$ cat config.mk
export PLATFORM = sky130hd
export DESIGN_NAME = led_count_sequencer_flat
export DESIGN_NICKNAME = d
export VERILOG_FILES = /design/src/rtl/led_count_sequencer_if.sv /design/src/rtl/led_count_sequencer.sv /design/src/flat_wrapper.sv
export SDC_FILE = /design/constraint.sdc
export NUM_CORES = 1
export LEC_CHECK = 0
export BUFFER_PORTS_ARGS = -buffer_cell sky130_fd_sc_hd__buf_2
export CAP_MARGIN = 20
export CORE_MARGIN = 10
export CORE_UTILIZATION = 30
export CTS_BUF_LIST = sky130_fd_sc_hd__clkbuf_2 sky130_fd_sc_hd__clkbuf_4 sky130_fd_sc_hd__clkbuf_8
export DETAILED_ROUTE_END_ITERATION = 10
export MAX_ROUTING_LAYER = met4
export PLACE_DENSITY = 0.49
export SYNTH_ARGS = -nofsm -noshare
export SYNTH_HDL_FRONTEND = slang
export SYNTH_SLANG_ARGS = --single-unit
$ cat constraint.sdc
create_clock -name EXTCLK -period 2.12 [get_ports EXTCLK]
set_clock_uncertainty 0.05 [all_clocks]
set_input_delay 0.318 -clock EXTCLK [delete_from_list [all_inputs] [get_ports EXTCLK]]
set_output_delay 0.318 -clock EXTCLK [all_outputs]
set_load 0.005 [all_outputs]
$ cat src/rtl/led_count_sequencer_if.sv
// rtl/led_count_sequencer_if.sv - command/status bundle between sequencer and LED counter
interface led_count_sequencer_if;
  logic       ovf_in;
  logic       cnt_inc;
  logic       cnt_clr;
  logic       run;
  logic [1:0] state;
  logic [1:0] speed;

  modport master (
    input  ovf_in,
    output cnt_inc, cnt_clr, run, state, speed
  );

  modport slave (
    output ovf_in,
    input  cnt_inc, cnt_clr, run, state, speed
  );
endinterface

$ cat src/rtl/led_count_sequencer.sv
// rtl/led_count_sequencer.sv - debounced run/pause/speed sequencer for the LED counter
module led_count_sequencer #(
  parameter int EXT_CLOCK_FREQ  = 50000000,
  parameter int TICK_CYCLES     = EXT_CLOCK_FREQ / 5,
  parameter int DEBOUNCE_CYCLES = EXT_CLOCK_FREQ / 100,
  parameter int LONG_CYCLES     = EXT_CLOCK_FREQ / 2,
  parameter bit STOP_ON_WRAP    = 1'b0
) (
  input  logic                         EXTCLK,
  input  logic                         RESET_N,
  input  logic                         KEY_MODE_N,
  led_count_sequencer_if.master        cnt_bus
);

  localparam int PW = $clog2(TICK_CYCLES);
  localparam int DW = $clog2(DEBOUNCE_CYCLES + 1);
  localparam int HW = $clog2(LONG_CYCLES + 1);

  localparam logic [PW:0]   TICK_W = (PW + 1)'(TICK_CYCLES);
  localparam logic [DW-1:0] DEB_W  = DW'(DEBOUNCE_CYCLES);
  localparam logic [HW-1:0] LONG_W = HW'(LONG_CYCLES);

  typedef enum logic [1:0] {
    IDLE  = 2'b00,
    RUN   = 2'b01,
    PAUSE = 2'b10,
    DONE  = 2'b11
  } state_t;

  // Button path registers
  logic          sync1_q, sync1_d;
  logic          sync2_q, sync2_d;
  logic          db_level_q, db_level_d;
  logic          db_prev_q, db_prev_d;
  logic [DW-1:0] db_cnt_q, db_cnt_d;
  logic [HW-1:0] hold_cnt_q, hold_cnt_d;
  logic          long_evt_q, long_evt_d;
  logic          short_evt_q, short_evt_d;

  // Sequencer registers
  state_t        state_q, state_d;
  logic [1:0]    speed_q, speed_d;
  logic [PW-1:0] presc_q, presc_d;
  logic          cnt_clr_q, cnt_clr_d;

  logic [PW:0]   divisor;
  logic          at_wrap;
  logic          cnt_inc;

  // Synchronize, debounce and classify each press as short or long
  always_comb begin
    sync1_d     = KEY_MODE_N;
    sync2_d     = sync1_q;
    db_level_d  = db_level_q;
    db_cnt_d    = '0;
    db_prev_d   = db_level_q;
    hold_cnt_d  = '0;
    long_evt_d  = 1'b0;
    short_evt_d = 1'b0;

    // Any cycle matching the current level restarts the stability count
    if (sync2_q != db_level_q) begin
      if (db_cnt_q == DEB_W - 1'b1) begin
        db_level_d = sync2_q;
      end else begin
        db_cnt_d = db_cnt_q + 1'b1;
      end
    end

    // Hold count saturates at LONG_CYCLES so long_evt fires once per press
    if (!db_level_q) begin
      hold_cnt_d = hold_cnt_q;
      if (hold_cnt_q != LONG_W) begin
        hold_cnt_d = hold_cnt_q + 1'b1;
        long_evt_d = (hold_cnt_q == LONG_W - 1'b1);
      end
    end

    // Release edge: hold count still carries this press's length here
    short_evt_d = db_level_q && !db_prev_q && (hold_cnt_q != LONG_W);
  end

  // Button path register bank
  always_ff @(posedge EXTCLK or negedge RESET_N) begin
    if (!RESET_N) begin
      sync1_q     <= 1'b1;
      sync2_q     <= 1'b1;
      db_level_q  <= 1'b1;
      db_prev_q   <= 1'b1;
      db_cnt_q    <= '0;
      hold_cnt_q  <= '0;
      long_evt_q  <= 1'b0;
      short_evt_q <= 1'b0;
    end else begin
      sync1_q     <= sync1_d;
      sync2_q     <= sync2_d;
      db_level_q  <= db_level_d;
      db_prev_q   <= db_prev_d;
      db_cnt_q    <= db_cnt_d;
      hold_cnt_q  <= hold_cnt_d;
      long_evt_q  <= long_evt_d;
      short_evt_q <= short_evt_d;
    end
  end

  // Next-state, speed, prescaler and command decode
  always_comb begin
    divisor   = TICK_W >> speed_q;
    at_wrap   = ({1'b0, presc_q} == divisor - 1'b1);
    cnt_inc   = (state_q == RUN) && at_wrap;
    state_d   = state_q;
    speed_d   = speed_q;
    presc_d   = presc_q;
    cnt_clr_d = 1'b0;

    case (state_q)
      IDLE: begin
        presc_d = '0;
        if (short_evt_q) begin
          state_d = RUN;
        end else if (long_evt_q) begin
          speed_d = speed_q + 2'd1;
        end
      end
      RUN: begin
        presc_d = at_wrap ? '0 : presc_q + 1'b1;
        // Overflow wins; a coincident button event is dropped
        if (STOP_ON_WRAP && cnt_bus.ovf_in) begin
          state_d = DONE;
          presc_d = '0;
        end else if (short_evt_q) begin
          state_d = PAUSE;
        end else if (long_evt_q) begin
          speed_d = speed_q + 2'd1;
          presc_d = '0;
        end
      end
      PAUSE: begin
        if (short_evt_q) begin
          state_d = RUN;
        end else if (long_evt_q) begin
          state_d   = IDLE;
          speed_d   = 2'd0;
          presc_d   = '0;
          cnt_clr_d = 1'b1;
        end
      end
      DONE: begin
        presc_d = '0;
        if (short_evt_q) begin
          state_d   = IDLE;
          cnt_clr_d = 1'b1;
        end
      end
      default: begin
        state_d = IDLE;
        presc_d = '0;
      end
    endcase
  end

  // Sequencer state register
  always_ff @(posedge EXTCLK or negedge RESET_N) begin
    if (!RESET_N) begin
      state_q   <= IDLE;
      speed_q   <= 2'd0;
      presc_q   <= '0;
      cnt_clr_q <= 1'b0;
    end else begin
      state_q   <= state_d;
      speed_q   <= speed_d;
      presc_q   <= presc_d;
      cnt_clr_q <= cnt_clr_d;
    end
  end

  assign cnt_bus.cnt_inc = cnt_inc;
  assign cnt_bus.cnt_clr = cnt_clr_q;
  assign cnt_bus.run     = (state_q == RUN);
  assign cnt_bus.state   = state_q;
  assign cnt_bus.speed   = speed_q;

endmodule

$ cat src/flat_wrapper.sv
// flat-port wrapper written by rule: the top's interface ports become plain ports
module led_count_sequencer_flat 
#(
  parameter int EXT_CLOCK_FREQ  = 50000000,
  parameter int TICK_CYCLES     = EXT_CLOCK_FREQ / 5,
  parameter int DEBOUNCE_CYCLES = EXT_CLOCK_FREQ / 100,
  parameter int LONG_CYCLES     = EXT_CLOCK_FREQ / 2,
  parameter bit STOP_ON_WRAP    = 1'b0
)
  (EXTCLK, RESET_N, KEY_MODE_N, cnt_bus_ovf_in, cnt_bus_cnt_inc, cnt_bus_cnt_clr, cnt_bus_run, cnt_bus_state, cnt_bus_speed);
  led_count_sequencer_if cnt_bus_i ();
  input  logic EXTCLK;
  input  logic RESET_N;
  input  logic KEY_MODE_N;
  input wire logic [$bits(cnt_bus_i.ovf_in)-1:0] cnt_bus_ovf_in;
  output wire logic [$bits(cnt_bus_i.cnt_inc)-1:0] cnt_bus_cnt_inc;
  output wire logic [$bits(cnt_bus_i.cnt_clr)-1:0] cnt_bus_cnt_clr;
  output wire logic [$bits(cnt_bus_i.run)-1:0] cnt_bus_run;
  output wire logic [$bits(cnt_bus_i.state)-1:0] cnt_bus_state;
  output wire logic [$bits(cnt_bus_i.speed)-1:0] cnt_bus_speed;
  assign cnt_bus_i.ovf_in = cnt_bus_ovf_in;
  assign cnt_bus_cnt_inc = cnt_bus_i.cnt_inc;
  assign cnt_bus_cnt_clr = cnt_bus_i.cnt_clr;
  assign cnt_bus_run = cnt_bus_i.run;
  assign cnt_bus_state = cnt_bus_i.state;
  assign cnt_bus_speed = cnt_bus_i.speed;
  led_count_sequencer #(.EXT_CLOCK_FREQ(EXT_CLOCK_FREQ), .TICK_CYCLES(TICK_CYCLES), .DEBOUNCE_CYCLES(DEBOUNCE_CYCLES), .LONG_CYCLES(LONG_CYCLES), .STOP_ON_WRAP(STOP_ON_WRAP)) u_core (.EXTCLK(EXTCLK), .RESET_N(RESET_N), .KEY_MODE_N(KEY_MODE_N), .cnt_bus(cnt_bus_i));
endmodule
Word level (Yosys, flattened, before mapping)
Index checks and enable logic that the tools add are counted.
- flip-flop bits (word level): 79
- bits in latches: 0
- memory bits (writable): 0
- bits in read-only memories: 0
- bits of input ports: 4
- word-level logic and storage cells: 73
- memories kept: 0
- add/sub/neg operators: 5
- multipliers: 0
- div/mod/pow operators: 0
- order comparisons: 0
- equality and inequality tests: 16
- shift operators: 1
- mux-type cells: 26
- bitwise operators: 0
- reduce and logical (&&, ||, !) cells: 13
- operators with widths (kind ; number):
    $mux 24 ; 5
    $pmux 24 s3 ; 1
    $mux 25 ; 2
    $mux 19 ; 2
    $add 25x1->25 const B ; 1
    $eq 24x25->1 ; 1
    $eq 25x25->1 const B ; 1
    $ne 25x25->1 const B ; 1
    $shr 24x2->25 const A ; 1
    $sub 25x1->25 const B ; 1
    $add 24x1->24 const B ; 1
    $add 19x1->19 const B ; 1
    $eq 19x19->1 const B ; 1
    $mux 2 ; 8
    $ne 2x1->1 const B ; 5
    $pmux 2 s4 ; 1
    $mux 1 ; 5
    $reduce_and 5->1 ; 1
    $eq 2x2->1 const B ; 2
    $ne 2x2->1 const B ; 2
    $pmux 2 s2 ; 1
    $reduce_and 2->1 ; 2
    $reduce_and 4->1 ; 1
    $reduce_bool 2->1 ; 2
    9 further kinds ; 12

Depth between registers and ports, before layout
Gate-level depths: netlist (run 1).
- word-level depth: 7
- mapped depth: 9
- depth with buffers taken out: 8

Least setup slack after synthesis (run 1)
OpenSTA, ideal clock, no wires.
- kind: reg-to-reg
- start point: register u_core.speed_q[1], in the netlist u_core.cnt_bus.speed[1]
- end point: register u_core.presc_q[1]
- arrival: 2084 ps
- required time: 1941 ps
- slack: -143 ps
- cell stages (with the launch flop): 10
- period minus slack after synthesis: 2263 ps
- cell sequence: dfrtp_1 > inv_1 > ha_1 > nor4b_1 > a31oi_1 > nor4_2 > nand3_2 > buf_6 > a32oi_1 > nor2_1
- word-level cells in the longest chain between the ends: 7
- ends and longest elaborated chain (element ; RTL line ; source):
    from (decl) ; led_count_sequencer.sv:42 ; logic [1:0] speed_q, speed_d;
    from (signal assigned) ; led_count_sequencer.sv:171 ; speed_q <= speed_d;
    $shr 24x2->25 (*) ; led_count_sequencer.sv:108 ; divisor = TICK_W >> speed_q;
    $sub 25x1->25 (*) ; led_count_sequencer.sv:109 ; at_wrap = ({1'b0, presc_q} == divisor - 1'b1);
    $eq 24x25->1 (*) ; led_count_sequencer.sv:109 ;
    $mux 24 (*) ; led_count_sequencer.sv:126 ; presc_d = at_wrap ? '0 : presc_q + 1'b1;
    $mux 24 ; led_count_sequencer.sv:133 ; end else if (long_evt_q) begin
    $mux 24 (*) ; led_count_sequencer.sv:131 ; end else if (short_evt_q) begin
    $pmux 24 s3 (*) ; led_count_sequencer.sv:116 ; case (state_q)
    to (signal assigned) ; led_count_sequencer.sv:172 ; presc_q <= presc_d;
    to (decl) ; led_count_sequencer.sv:43 ; logic [PW-1:0] presc_q, presc_d;
Every way passes the cells marked *; elsewhere a longest branch is shown, timed or not.
A chain may end at the register's enable or synchronous reset.

Worst setup path after layout (run 1)
- start point: register u_core.speed_q[0], in the netlist u_core.cnt_bus.speed[0]
- end point: output cnt_bus_cnt_inc
- word-level cells in the longest chain between the ends: 4
- ends and longest elaborated chain (element ; RTL line ; source):
    $shr 24x2->25 ; led_count_sequencer.sv:108 ;
    $sub 25x1->25 ; led_count_sequencer.sv:109 ;
    $eq 24x25->1 ; led_count_sequencer.sv:109 ;
    $logic_and 1x1->1 ; led_count_sequencer.sv:110 ; cnt_inc = (state_q == RUN) && at_wrap;
    to (decl) ; flat_wrapper.sv:16 ; output wire logic [$bits(cnt_bus_i.cnt_inc)-1:0] cnt_bus_cnt_inc;
No other way between the ends.

==> metrics.txt, run 1 <==
status=finished, violations left; failing checks=setup timing; Core Rows=44; Synth cell types=55; synthesized area=4420 sq um; Starting DRT DRC Count=223; vias in the first global route=3488; clock share of power=45.4%; Setup crit start=u_core.cnt_bus.speed[0]; share of the clock period used by the worst path=111%; post-synthesis cell count=474; post-route ant nets=0; Max-Cap Viols=0; Reg2Reg Setup Slack=-0.17 ns; Top Family by Delay on Critical Path=simple AND/OR/NAND/NOR gates; top cell type's share of synthesized area=42.4%; Max VDD drop=0.440 mV; clk buf depth=2; Post-DP HPWL=6980 um; CP max stage cell=dfrtp_2; Sw Share=20.9%; crit end category=primary output; final net count=524; Syn. warnings=0; area occupied by multi-input gates=2380 sq um; diode count=0; Mapped Nets=490; TNS Setup=-2.90 ns; initial antenna violation count=0; Final Worst Setup Slack=-0.224 ns; Placer Congestion=0.824; leading post-synthesis cells by cell area=dfrtp_1, xor2_1, nor2_1, nand3_1, nand2_1; worst hold-check path type=reg -> reg; I/O pin cnt=11; Achievable Freq=427 MHz; drt drc=0; drt pass-1 iters=4; area overhead of the layout relative to synthesis=18.7%; Clk Latency, worst-skew pair=0.36 ns; Async SR Flop Fraction=100%; Port Buffers=9; min Tclk post-route=2.34 ns; die extent in y=141 um; Buf+Inv Stages, Crit Path=2; Comb power frac=2.0%; Critical Path Start Type=flop; final setup vio count=25; CP peak stage delay=0.43 ns; power density over cell area=550 nW/um^2; fin. max-slew vios=0; total grt overflow=0; CP Max Fanout=6; sequential area share after synthesis=44.8%; reg2reg start=u_core.cnt_bus.speed[1]; Num CTS Buffers=9; most numerous cell in the Yosys netlist=dfrtp_1; die footprint=20000 sq um; first-pass GRT wire length=17100 um; Root Driver=clkbuf_8; CTS tree=yes; leak pwr=2.22 nW; Core Footprint=14500 sq um; dominant cell type by area after synthesis=dfrtp_1; register area=1980 sq um; proportion of layout cells with a drive suffix above 1=19.5%; Psw=605 uW; routed vias/inst=5.00; Flop pwr share=52.6%; CTS sink count=79; Commonest cells post-synth=dfrtp_1, nor2_1, nand2_1; pin count of the biggest net entering global routing=39; total wire length=9810 um; H-tree levels=3; data arrival time of the worst path=1.98 ns; Fin. Hold Viols=0; Chip Width=141 um; RSZ-0062 raised after global routing=yes; Internal=2.28 mW; gr usage total=10.6%; hold_sp=u_core.sync1_q; Setup CP Type=reg -> out; Post-synth EDFFs=0; post-layout utilization of the core=36.3%; Worst-path clk slew=0.08 ns; Initial Utilization=30.5%; worst-path cell chain=buf_6, ha_1, xor2_1, nand2_2, nor4_4, nand3_1, nor2_1, buf_2; Slew HR=65.5%; Tightest Pin Transition=0.516 ns; Wirelength per Cell=14.1 um; syn avg cell area=9.33 sq um; synthesized flop and latch total=79; vias after detailed routing=3486; number of fillers in the final layout=1462; WP data required=1.75 ns; Most used DFF post-synth=dfrtp_1
## registers in the layout, summed over array words and instances (netlist names), 2 cells and up
register              cells
u_core.cnt_bus.speed      2
u_core.hold_cnt_q        25
u_core.cnt_bus.state      2
u_core.presc_q           24
u_core.db_cnt_q          19
## cells by family (layout without fill, tap and decap cells)
kind of cell,Yosys count,in the layout,synth area share (%)
XOR/XNOR,43,43,8.51
AND/OR/NAND/NOR,251,251,30.7
AO/OA/AOI/OAI,50,50,7.69
multiplexers,5,5,1.19
buffers and inverters,34,73,3.71
adder cells (fa/ha/maj),12,12,3.39
flip-flops,79,79,44.8
## per-stage QoR
| stage | cells | instance area (sq um) | setup WS [ns] | power [mW] | hold slack [ns] |
|---|---|---|---|---|---|
| floorplan | 474 | 4440 | 0.00398 | 1.56 | -0.0276 |
| global placement | 677 | 4870 | -0.0731 | 1.61 | 0.187 |
| detailed placement | 677 | 4870 | -0.116 | 1.61 | 0.183 |
| CTS | 696 | 5150 | -0.314 | 2.95 | 0.308 |
| global route | 697 | 5250 | -0.373 | 3.01 | 0.319 |
| finish | 697 | 5250 | -0.224 | 2.89 | 0.307 |
## power groups by stage
| stage | clock (mW) | sequential (mW) | combinational [mW] |
|---|---|---|---|
| 2_1_floorplan | 0 | 1.55 | 0.0153 |
| 3_3_place_gp | 0 | 1.55 | 0.0572 |
| 3_5_place_dp | 0 | 1.55 | 0.0578 |
| 4_1_cts | 1.37 | 1.52 | 0.0610 |
| 5_1_grt | 1.42 | 1.52 | 0.0679 |
| 6_report | 1.31 | 1.52 | 0.0567 |
## metal layers
metal / GRT usage, % / up-vias / wire, um
met4: 4.41 / 0 / 181
met1: 12.8 / 1682 / 4540
met2: 16.8 / 52 / 4720
li1: - / 1738 / -
met3: 2.54 / 14 / 371
met5: - / - / 0
## placed cells by master, fill, tap and decap left out, types with 3 or more instances in the layout
cell       instances
or3_1             10
o2111ai_1          4
buf_4             26
nor3_4             3
o211ai_1           3
nor4_2             3
buf_6              7
o311ai_1           6
nor4_1             5
clkbuf_8          11
buf_2              8
o21ai_0            9
dfstp_2            4
o21ai_1            4
nand3_1           37
and4_1             3
nor3_1            10
xnor2_1           14
ha_4               3
xor2_1            29
nor2_1            64
mux2i_1            3
nand2_1           47
nand4_1           17
a21oi_1           11
nand2_2            4
nor2b_1            4
inv_1             10
and3_1            11
dfrtp_1           73
ha_1               8
nor4b_1            4
nand3_2            3
nand2b_1           6
## layout make-up
| type | instances | share of cell area [%] |
|---|---|---|
| multi-input cells | 361 | 45.3 |
| flip-flops and latches | 79 | 37.8 |
| repair buffers | 45 | 7.13 |
| well taps | 184 | 4.39 |
| clock buffers | 13 | 3.17 |
| clock inverters | 3 | 1.24 |
| inverters | 12 | 0.953 |
## path summary, 6_finish.rpt
| kind | to | depth (start not counted) |
|---|---|---|
| worst max-delay path | cnt_bus_cnt_inc | 8 |
| worst min-delay path | u_core.sync2_q | 0 |
| worst max register to register | u_core.presc_q[2] | 10 |
| worst min register to register | u_core.sync2_q | 0 |
| max in group asynchronous | u_core.db_level_q | 3 |
| min in group asynchronous | u_core.presc_q[9] | 2 |
## timing repair
| item | CTS | global route |
|---|---|---|
| gates resized for setup | 8 | 17 |
| setup buffers | 1 | 1 |
| endpoints found under the setup margin | 24 | 26 |
| pin swaps | 2 | 8 |
| endpoints found under the hold margin | 19 | 0 |
| hold buffers | 2 | 0 |
No activity file was read; power rests on OpenSTA's default activity.
==> run 2, diff against run 1 <==
--- a/config.mk
+++ b/config.mk
@@ -6,10 +6,10 @@
 export NUM_CORES = 1
 export LEC_CHECK = 0
 export BUFFER_PORTS_ARGS = -buffer_cell sky130_fd_sc_hd__buf_2
-export CAP_MARGIN = 20
+export CAP_MARGIN = 10
 export CORE_MARGIN = 10
 export CORE_UTILIZATION = 30
-export CTS_BUF_LIST = sky130_fd_sc_hd__clkbuf_2 sky130_fd_sc_hd__clkbuf_4 sky130_fd_sc_hd__clkbuf_8
+export CTS_BUF_LIST = sky130_fd_sc_hd__clkbuf_16
 export DETAILED_ROUTE_END_ITERATION = 10
 export MAX_ROUTING_LAYER = met4
 export PLACE_DENSITY = 0.49
==> run 2 against run 1 <==
Effect of this change:
- the flow still finishes with violations (setup timing)
- fmax increased by 1.4%
- count of clock-buffer cells in the layout shrank 4
- routed wire length down 0.73%
- sequential power about the same
- setup slack improved by 0.033 ns
- worst hold slack worse by 0.27 ns
- clock power is 23% higher
- non-clock buffer count decreased by 1
- die area stayed put
- largest power group is now clock
- highest routed layer unchanged
==> metrics.txt, run 2 (synthesis results as in run 1) <==
Worst-path clk slew=0.06 ns (-0.02 ns); min Tclk post-route=2.31 ns (-0.0329 ns); Hold Path Sink=u_core.sync1_q; Initial Utilization=30.5% (unchanged); Final Worst Setup Slack=-0.191 ns (+0.0329 ns); register area=1980 sq um (unchanged); Setup CP Type=reg -> out; power density over cell area=599 nW/um^2 (+8.9%); number of fillers in the final layout=1449 (-0.89%); CP Max Fanout=6 (unchanged); RSZ-0062 raised after global routing=yes; Hold Path Depth=1 (+1); most common cell after layout, fill and taps aside=dfrtp_1; pin count of the biggest net entering global routing=39 (unchanged); Max-Cap Viols=0 (unchanged); data arrival time of the worst path=1.94 ns (-0.04 ns); met2 GRT Util=17.0% (+0.15 points); Core Rows=44 (unchanged); Comb power frac=1.7% (-0.3 points); met1 GRT Util=12.7% (-0.081 points); max reg flops=25 (unchanged); share of the clock period used by the worst path=109% (-1.6 points); Critical Path Start Type=flop; clk buf depth=2 (unchanged); Starting DRT DRC Count=179 (-20%); Tightest Pin Transition=0.513 ns (-0.00323 ns); die footprint=20000 sq um (unchanged); Fin. Hold Viols=0 (unchanged); fin. max-slew vios=0 (unchanged); clock share of power=50.5% (+5.1 points); post-route ant nets=0 (unchanged); total wire length=9740 um (-0.73%); post-layout utilization of the core=36.7% (+0.44 points); Post-DP HPWL=6980 um (unchanged); CTS tree=yes; WP data required=1.75 ns (about the same); status=finished, violations left; first-pass GRT wire length=17100 um (-0.12%); drt drc=0 (unchanged); drt pass-1 iters=5 (+1); H-tree levels=3 (unchanged); vias in the first global route=3493 (+0.14%); I/O pin cnt=11 (unchanged); CTS sink count=79 (unchanged); Root Driver=clkbuf_16; Placer Congestion=0.824 (unchanged); Largest Register=u_core.hold_cnt_q; Reg2Reg Setup Slack=-0.16 ns (about the same); Internal=2.54 mW (+11%); Port Buffers=9 (unchanged); routed vias/inst=5.02 (+0.37%); vias after detailed routing=3494 (+0.23%); crit end category=primary output; Clk Latency, worst-skew pair=0.34 ns (-0.02 ns); Psw=640 uW (+5.9%); initial antenna violation count=0 (unchanged); die extent in y=141 um (unchanged); leak pwr=2.25 nW (+1.5%); FF-to-FF End=u_core.presc_q[2]; area overhead of the layout relative to synthesis=20.1%; most frequent cells in the layout=dfrtp_1, nor2_1, nand2_1, nand3_1, xor2_1; Core Footprint=14500 sq um (unchanged); Wirelength per Cell=14.0 um (-0.59%); final setup vio count=25 (unchanged); total grt overflow=0 (unchanged); hold_sp=KEY_MODE_N; Num CTS Buffers=9 (unchanged); Achievable Freq=433 MHz (+1.4%); Chip Width=141 um (unchanged); gr busiest metal=met2; proportion of layout cells with a drive suffix above 1=18.8% (-0.74 points); failing checks=setup timing; final net count=523 (-0.19%); area occupied by multi-input gates=2380 sq um (unchanged); Max VDD drop=0.571 mV (+30%); Sw Share=20.1% (-0.84 points); Slew HR=65.7% (+0.22 points); Flop pwr share=47.8% (-4.8 points); diode count=0 (unchanged); Largest regs=u_core.hold_cnt_q: 25 flops, u_core.presc_q: 24 flops, u_core.db_cnt_q: 19 flops; R2R depth=10 (unchanged); gr usage total=10.6% (about the same); worst hold-check path type=in -> reg; GR Layer Usage met3=2.64% (+0.10 points); reg2reg start=u_core.cnt_bus.speed[1]; TNS Setup=-2.61 ns (+0.292 ns)
## run 2: changes by cell type in the layout (fill, tap and decap cells not counted), sizes merged
cell / change
clkbuf: -4
clkinv: +2
dlygate4sd3: -1
inv: +2
## run 2: power by group through the flow
stage	clock [mW]	combinational [mW]	sequential [mW]
global placement	0	0.0572	1.55
global route	1.73	0.0663	1.52
finish	1.61	0.0551	1.52
CTS	1.68	0.0595	1.52
floorplan	0	0.0153	1.55
detailed placement	0	0.0578	1.55
## run 2: repair_timing
action / 4_1_cts / 5_1_grt
gates resized for setup: 8 / 17
hold endpoints to repair: 18 / 0
hold buffers: 1 / 0
pin swaps: 2 / 8
setup endpoints to repair: 24 / 26
setup buffers: 1 / 1
## run 2: worst max-delay path, cell delays in order, from the launching register on
cell	delay, ns
dfrtp_2	0.42
buf_6	0.14
ha_1	0.20
xor2_1	0.16
nand2_2	0.10
nor4_4	0.24
nand3_1	0.10
nor2_1	0.11
buf_2	0.12
## run 2: final cells by class
cell class | instances | share of cell area (%)
Clock buffer | 9 | 4.24
Clock inverter | 7 | 1.51
Inverter | 12 | 0.942
Multi-Input combinational cell | 361 | 44.8
Sequential cell | 79 | 37.3
Tap cell | 184 | 4.33
Timing Repair Buffer | 44 | 6.85
## run 2: worst max path at each step
stage | slack, ns | start | end | depth (start not counted)
2_1_floorplan | 0.004 | u_core.cnt_bus.speed[1] | u_core.presc_q[1] | 9
3_3_place_gp | -0.07 | u_core.cnt_bus.speed[1] | u_core.presc_q[2] | 9
3_5_place_dp | -0.12 | u_core.cnt_bus.speed[1] | u_core.presc_q[2] | 9
4_1_cts | -0.27 | u_core.cnt_bus.speed[0] | cnt_bus_cnt_inc | 9
5_1_grt | -0.33 | u_core.cnt_bus.speed[1] | cnt_bus_cnt_inc | 9
6_report | -0.19 | u_core.cnt_bus.speed[0] | cnt_bus_cnt_inc | 8
## run 2: metrics by stage
step                total power, mW  hold slack, ns  setup WS (ns)  area, sq um  cells
detailed placement             1.61           0.183         -0.116         4870    677
floorplan                      1.56         -0.0276        0.00398         4440    474
finish                         3.18          0.0354         -0.191         5310    696
global placement               1.61           0.187        -0.0731         4870    677
CTS                            3.26          0.0140         -0.273         5220    695
global route                   3.32          0.0227         -0.333         5310    696
## run 2: routing by layer
metal / share of wire [%] / up-vias / routed length (um)
met5: 0 / - / 0
met2: 48 / 58 / 4720
met3: 3.2 / 9 / 313
met4: 1.3 / 0 / 131
met1: 47 / 1693 / 4580
li1: - / 1734 / -
